## src/rtl/prime_pkg.sv

```systemverilog
// prime_pkg: shared types and constants for the sequential prime generator.
// Optional feature macro used by the generator files: PRIME_GEN_COUNT_EN.
package prime_pkg;

    // Controller states of the sweep. The top maps these onto plain
    // localparam codes so the state register stays a simple logic vector.
    typedef enum logic [1:0] {
        IDLE = 2'd0,
        TEST = 2'd1,
        EMIT = 2'd2,
        DONE = 2'd3
    } prime_gen_state_t;

    // Default candidate/output width in bits.
    localparam int PRIME_GEN_WIDTH_DEFAULT = 4;

    // Number of primes below 2^w, used only as a documentation aid for
    // integrators sizing downstream buffers (small widths only).
    function automatic int unsigned prime_gen_count_below(input int unsigned w);
        int unsigned cnt;
        bit          is_p;
        cnt = 0;
        for (int unsigned n = 2; n < (32'd1 << w); n++) begin
            is_p = 1'b1;
            for (int unsigned k = 2; k * k <= n; k++) begin
                if ((n % k) == 0) begin
                    is_p = 1'b0;
                end
            end
            if (is_p) begin
                cnt++;
            end
        end
        return cnt;
    endfunction

endpackage

```

## src/rtl/prime_gen_if.sv

```systemverilog
// prime_gen_if: control and valid/ready output stream of prime_gen.
// When PRIME_GEN_COUNT_EN is defined the bus also carries prime_count.
interface prime_gen_if
    import prime_pkg::*;
#(
    parameter int WIDTH = PRIME_GEN_WIDTH_DEFAULT
) ();

    logic             start;
    logic             out_valid;
    logic             out_ready;
    logic [WIDTH-1:0] out_data;
    logic             busy;
    logic             done;
`ifdef PRIME_GEN_COUNT_EN
    logic [WIDTH-1:0] prime_count;
`endif

    // Generator side: produces the prime stream and status.
    modport master (
        input  start,
        input  out_ready,
        output out_valid,
        output out_data,
        output busy,
        output done
`ifdef PRIME_GEN_COUNT_EN
        ,
        output prime_count
`endif
    );

    // Consumer side: starts sweeps and accepts primes.
    modport slave (
        output start,
        output out_ready,
        input  out_valid,
        input  out_data,
        input  busy,
        input  done
`ifdef PRIME_GEN_COUNT_EN
        ,
        input  prime_count
`endif
    );

endinterface

```

## src/rtl/prime_trial_step.sv

```systemverilog
// prime_trial_step: one trial-division step for candidate n and divisor d.
// sq_gt means no divisor up to sqrt(n) remains, so n is prime;
// divides means d is a factor of n.
module prime_trial_step #(
    parameter int WIDTH = 4
) (
    input  logic [WIDTH-1:0] n,
    input  logic [WIDTH-1:0] d,
    output logic             sq_gt,
    output logic             divides
);

    logic [2*WIDTH-1:0] d_wide;
    logic [2*WIDTH-1:0] n_wide;
    logic [2*WIDTH-1:0] d_sq;
    logic [WIDTH-1:0]   rem;

    // Square at double width so d*d never overflows; guard d=0 for the remainder.
    always_comb begin
        d_wide  = {{WIDTH{1'b0}}, d};
        n_wide  = {{WIDTH{1'b0}}, n};
        d_sq    = d_wide * d_wide;
        sq_gt   = (d_sq > n_wide);
        rem     = (d != '0) ? (n % d) : n;
        divides = (d != '0) && (rem == '0);
    end

endmodule

```

## src/rtl/prime_gen.sv

```systemverilog
// prime_gen: sweeps candidates 2 .. 2^WIDTH-1 by trial division (one divisor
// per cycle) and streams each prime over a valid/ready port, then pulses done.
// Optional PRIME_GEN_COUNT_EN adds prime_count, the number of primes
// transferred in the current/last sweep.
module prime_gen
    import prime_pkg::*;
#(
    parameter int WIDTH = PRIME_GEN_WIDTH_DEFAULT
) (
    input logic       clk,
    input logic       rst,
    prime_gen_if.master bus
);

    localparam logic [1:0] S_IDLE = IDLE;
    localparam logic [1:0] S_TEST = TEST;
    localparam logic [1:0] S_EMIT = EMIT;
    localparam logic [1:0] S_DONE = DONE;

    localparam logic [WIDTH-1:0] N_MAX  = '1;
    localparam logic [WIDTH-1:0] D_INIT = WIDTH'(2);
    localparam logic [WIDTH-1:0] ONE    = WIDTH'(1);

    logic [1:0]       state_q, state_d;
    logic [WIDTH-1:0] n_q, n_d;
    logic [WIDTH-1:0] d_q, d_d;
    logic             out_valid_q, out_valid_d;
    logic [WIDTH-1:0] out_data_q, out_data_d;
    logic             busy_q, busy_d;
    logic             done_q, done_d;

    logic sq_gt;
    logic divides;
    logic start_acc;
    logic xfer;

    prime_trial_step #(
        .WIDTH (WIDTH)
    ) u_step (
        .n       (n_q),
        .d       (d_q),
        .sq_gt   (sq_gt),
        .divides (divides)
    );

    // Accepted start and completed transfer, each only meaningful in its own state.
    always_comb begin
        start_acc = (state_q == S_IDLE) && bus.start;
        xfer      = (state_q == S_EMIT) && out_valid_q && bus.out_ready;
    end

    // Sweep controller: next candidate, divisor, output register and state.
    always_comb begin
        state_d     = state_q;
        n_d         = n_q;
        d_d         = d_q;
        out_valid_d = out_valid_q;
        out_data_d  = out_data_q;
        case (state_q)
            S_IDLE: begin
                if (start_acc) begin
                    n_d     = D_INIT;
                    d_d     = D_INIT;
                    state_d = S_TEST;
                end
            end
            S_TEST: begin
                if (sq_gt) begin
                    // No divisor found up to sqrt(n): present n downstream.
                    out_data_d  = n_q;
                    out_valid_d = 1'b1;
                    state_d     = S_EMIT;
                end else if (divides) begin
                    // Composite; end-of-range is checked before incrementing
                    // so the candidate counter never wraps.
                    if (n_q == N_MAX) begin
                        state_d = S_DONE;
                    end else begin
                        n_d = n_q + ONE;
                        d_d = D_INIT;
                    end
                end else begin
                    d_d = d_q + ONE;
                end
            end
            S_EMIT: begin
                // out_data is held untouched until the consumer takes it.
                if (xfer) begin
                    out_valid_d = 1'b0;
                    if (n_q == N_MAX) begin
                        state_d = S_DONE;
                    end else begin
                        n_d     = n_q + ONE;
                        d_d     = D_INIT;
                        state_d = S_TEST;
                    end
                end
            end
            S_DONE: begin
                state_d = S_IDLE;
            end
            default: begin
                state_d = S_IDLE;
            end
        endcase
        // Status flags are registered copies of the next state so that busy
        // and done both drop on the edge that returns to IDLE.
        busy_d = (state_d != S_IDLE);
        done_d = (state_d == S_DONE);
    end

    // State and output registers; reset aborts any sweep and drops a pending datum.
    always_ff @(posedge clk or posedge rst) begin
        if (rst) begin
            state_q     <= S_IDLE;
            n_q         <= '0;
            d_q         <= '0;
            out_valid_q <= 1'b0;
            out_data_q  <= '0;
            busy_q      <= 1'b0;
            done_q      <= 1'b0;
        end else begin
            state_q     <= state_d;
            n_q         <= n_d;
            d_q         <= d_d;
            out_valid_q <= out_valid_d;
            out_data_q  <= out_data_d;
            busy_q      <= busy_d;
            done_q      <= done_d;
        end
    end

    assign bus.out_valid = out_valid_q;
    assign bus.out_data  = out_data_q;
    assign bus.busy      = busy_q;
    assign bus.done      = done_q;

`ifdef PRIME_GEN_COUNT_EN
    logic [WIDTH-1:0] count_q, count_d;

    // Transfer counter: cleared by an accepted start, kept after done.
    always_comb begin
        count_d = count_q;
        if (start_acc) begin
            count_d = '0;
        end else if (xfer) begin
            count_d = count_q + ONE;
        end
    end

    // Counter register.
    always_ff @(posedge clk or posedge rst) begin
        if (rst) begin
            count_q <= '0;
        end else begin
            count_q <= count_d;
        end
    end

    assign bus.prime_count = count_q;
`endif

endmodule
```

## src/flat_wrapper.sv

```systemverilog
// flat-port wrapper written by rule: the top's interface ports become plain ports
module prime_gen_flat import prime_pkg::*;
#(
    parameter int WIDTH = PRIME_GEN_WIDTH_DEFAULT
)
  (clk, rst, bus_start, bus_out_ready, bus_out_valid, bus_out_data, bus_busy, bus_done);
  prime_gen_if #(.WIDTH(WIDTH)) bus_i ();
  input logic clk;
  input logic rst;
  input wire logic [$bits(bus_i.start)-1:0] bus_start;
  input wire logic [$bits(bus_i.out_ready)-1:0] bus_out_ready;
  output wire logic [$bits(bus_i.out_valid)-1:0] bus_out_valid;
  output wire logic [$bits(bus_i.out_data)-1:0] bus_out_data;
  output wire logic [$bits(bus_i.busy)-1:0] bus_busy;
  output wire logic [$bits(bus_i.done)-1:0] bus_done;
  assign bus_i.start = bus_start;
  assign bus_i.out_ready = bus_out_ready;
  assign bus_out_valid = bus_i.out_valid;
  assign bus_out_data = bus_i.out_data;
  assign bus_busy = bus_i.busy;
  assign bus_done = bus_i.done;
  prime_gen #(.WIDTH(WIDTH)) u_core (.clk(clk), .rst(rst), .bus(bus_i));
endmodule
```

## config.mk

```make
export PLATFORM = sky130hd
export DESIGN_NAME = prime_gen_flat
export DESIGN_NICKNAME = d
export VERILOG_FILES = /design/src/rtl/prime_pkg.sv /design/src/rtl/prime_gen_if.sv /design/src/rtl/prime_trial_step.sv /design/src/rtl/prime_gen.sv /design/src/flat_wrapper.sv
export SDC_FILE = /design/constraint.sdc
export NUM_CORES = 1
export LEC_CHECK = 0
export ABC_CLOCK_PERIOD_IN_PS = 6700
export CORE_MARGIN = 1.5
export CORE_UTILIZATION = 40
export CTS_CLUSTER_DIAMETER = 40
export DETAILED_ROUTE_END_ITERATION = 7
export GPL_TIMING_DRIVEN = 0
export PLACE_DENSITY = 0.56
export SYNTH_ARGS = -nofsm -noshare
export SYNTH_HDL_FRONTEND = slang
export SYNTH_SLANG_ARGS = --single-unit
```

## constraint.sdc

```tcl
create_clock -name clk -period 6.7 [get_ports clk]
set_input_delay 1.34 -clock clk [delete_from_list [all_inputs] [get_ports clk]]
set_output_delay 1.34 -clock clk [all_outputs]
set_load 0.005 [all_outputs]
```

==> results.ini <==
[placed_design]
place.gp.congestion=0.903
dp_hpwl_um=3440
placed_cells=277
port_buffers=10

[setup_path]
reg2reg_from=u_core.d_q[0]$_DFFE_PP0P_
crit_required_ns=6.88
cp_slowest_cell=fa_1
reg2regPathDepth=19
path_class=reg2reg
crit_path_end_kind=register
crit_path_end=u_core.n_q[0]$_DFFE_PP0P_
crit_arrival_ns=6.22
crit_buf_inv=1
crit_path_start=u_core.d_q[0]$_DFFE_PP0P_
crit_chain=inv_1 > ha_1 > or4b_1 > a32oi_2 > ha_1 > or4b_1 > nand2_1 > a2bb2oi_2 > ha_1 > nor2_1 > a211o_2 > o21ai_0 > fa_1 > nor4b_1 > mux2i_1 > a221oi_4 > a21boi_2 > or4_1 > o21ai_1
slowest_delay_ns=0.51
worst_setup_path_start_kind=register
crit_fanout=10
r2r_slack_ns=0.66
worst_path_dominant_cell_family=simple AND/OR/NAND/NOR gates
crit_path_frequent_cell=ha_1
rr_endpoint=u_core.n_q[0]$_DFFE_PP0P_
worstSetupPathDepth=19

[clocking]
ctsHtreeMaxLevel=1
post-cts-setup-buffers=0
cts-buffers-inserted=3
clock_path_buffers=2
clk_transition_reported_paths_ns=0.07
cts_tree=done
postCtsHoldBufs=0
post_cts_resized=0
cts-root-buf=clkbuf_8
cts.sinks=17
clock_latency_ns=0.26

[cells_and_area]
drive_gt1_frac=0.0742
area_delta_synth_final_pct=11.6
fin_cells=281
n_antenna_cell=0
num-nets-final=262

[sta]
setup_violations=0
finalCriticalPeriod_ns=6.04
drv_slew=0
fin_worst_skew_ns=0.00382
fin_crit_sh=0.901
worstMarginPinSlew_ns=0.690
relSlewSlack=0.540
hold_viol_final=0
grt_setup_unrepaired=no
fmax_mhz=166
fin_setup_tns_ns=0

[die]
die_h_um=70.6
core_area_um2=4380
die-area_um2=4980
initial_core_util=0.417
dieWidth_um=70.6
rows=24
ios=11

[drt]
drtPass1Iterations=4
viasPerCell=5.80
wl_um=4410
wl_per_cell_um=15.7
ant_nets=0
routed-via-count=1631
route.detailed.drc=0
drt_iter0_drc=109

[synth]
synthCells=215
ys_top_cells_by_count=27 x ha_1, 22 x nor2_1, 21 x nand2_1
synth_top_area_cell=dfrtp_1
synth_nets=247
synth.avg_cell_area_um2=8.50
synthTopCellsByArea=dfrtp_1 23%, ha_1 18%, nor2_1 4.5%
ys.warnings.count=0
synth_cell_types=58
ys_seq_area_frac=0.233
synth_area_um2=1830
synth-main-ff-cell=dfrtp_1
ys_seq_elements=17
synth_top_area_frac=0.233
post-synth-top-count-cell=ha_1
async_flop_share=1.00
synth_edf_count=0

[outcome]
outcome=completed

[global_route]
grt_max_degree=18
antenna_found_initial=0
overflow=0
grt_pass1_wl_um=7820
grt_usage=0.194
grt_pass1_vias=1572

[run]
maxCapViolations=0

[hold_path]
hold_class=reg2reg

placed cells by master (no fill, tap or decap), types with 5 or more instances in the layout:
cell type        Yosys  layout
nor2_1              22      22
o21ai_0             11      11
inv_1               16      16
nand2_1             21      21
a21oi_1             14      14
nand3_1              9       9
ha_1                27      27
clkdlybuf4s50_1      0      10
o21ai_1              5       5
nor3_1               6       6
dfrtp_1             17      17
flip-flops by register name, indices dropped and copies added, names as in the netlist:
signal and count:
u_core.bus.busy 1, u_core.bus.done 1, u_core.bus.out_data 4, u_core.bus.out_valid 1
u_core.d_q 4, u_core.n_q 4, u_core.state_q 2
worst min-delay path by stage:
| stage | endpoint | cells past startpoint | slack [ns] | from |
|---|---|---|---|---|
| 6_report | u_core.bus.out_data[1]$_DFFE_PP0P_ | 2 | 0.48 | u_core.bus.out_data[1]$_DFFE_PP0P_ |
| 3_5_place_dp | u_core.bus.out_data[1]$_DFFE_PP0P_ | 2 | 0.47 | u_core.bus.out_data[1]$_DFFE_PP0P_ |
| 4_1_cts | u_core.bus.out_data[1]$_DFFE_PP0P_ | 2 | 0.49 | u_core.bus.out_data[1]$_DFFE_PP0P_ |
| 5_1_grt | u_core.bus.out_data[1]$_DFFE_PP0P_ | 2 | 0.51 | u_core.bus.out_data[1]$_DFFE_PP0P_ |
| 2_1_floorplan | u_core.bus.out_data[0]$_DFFE_PP0P_ | 2 | 0.47 | u_core.bus.out_data[0]$_DFFE_PP0P_ |
| 3_3_place_gp | u_core.bus.out_data[3]$_DFFE_PP0P_ | 2 | 0.46 | u_core.bus.out_data[3]$_DFFE_PP0P_ |
kinds of logic after synthesis:
kind of cell               synth area share
and+or+nand+nor                       0.199
AOI/OAI and AO/OA                     0.317
adders and majority gates             0.196
buffers and inverters                0.0397
DFF                                   0.233
xor gates and xnor gates            0.00959
muxes                               0.00548
per-layer routing:
| layer | GRT usage | up-vias | wire, um |
|---|---|---|---|
| li1 | - | 839 | - |
| met1 | 0.288 | 758 | 2240 |
| met2 | 0.297 | 28 | 1940 |
| met3 | 0.0356 | 6 | 177 |
| met4 | 0.0419 | 0 | 51 |
| met5 | 0 | - | 0 |
tightest hold or removal path: stages (launching register included):
cell,delay (ns)
dfrtp_1,0.34
nand2_1,0.05
o21ai_0,0.06
per-stage QoR:
step | instance area [um2] | util | worst slack, ns | hold WS (ns)
finish | 2040 | 0.465 | 0.660 | 0.479
global route | 2040 | 0.465 | 0.252 | 0.513
CTS | 2040 | 0.465 | 0.652 | 0.488
detailed placement | 1990 | 0.454 | 0.691 | 0.472
global placement | 1990 | 0.454 | 0.703 | 0.464
floorplan | 1830 | - | 1.37 | 0.473
layout make-up:
cell class | instances | area, um2
Buffer | 3 | 12.5
Clock buffer | 3 | 41.3
Clock inverter | 1 | 5.00
Fill cell | 446 | 2350
Inverter | 16 | 60.1
Multi-Input combinational cell | 179 | 1330
Sequential cell | 17 | 425
Tap cell | 52 | 65.1
Timing Repair Buffer | 10 | 100
Power is not shown: default switching activity piles up to over one toggle a cycle in this logic, so the estimate is an artifact.
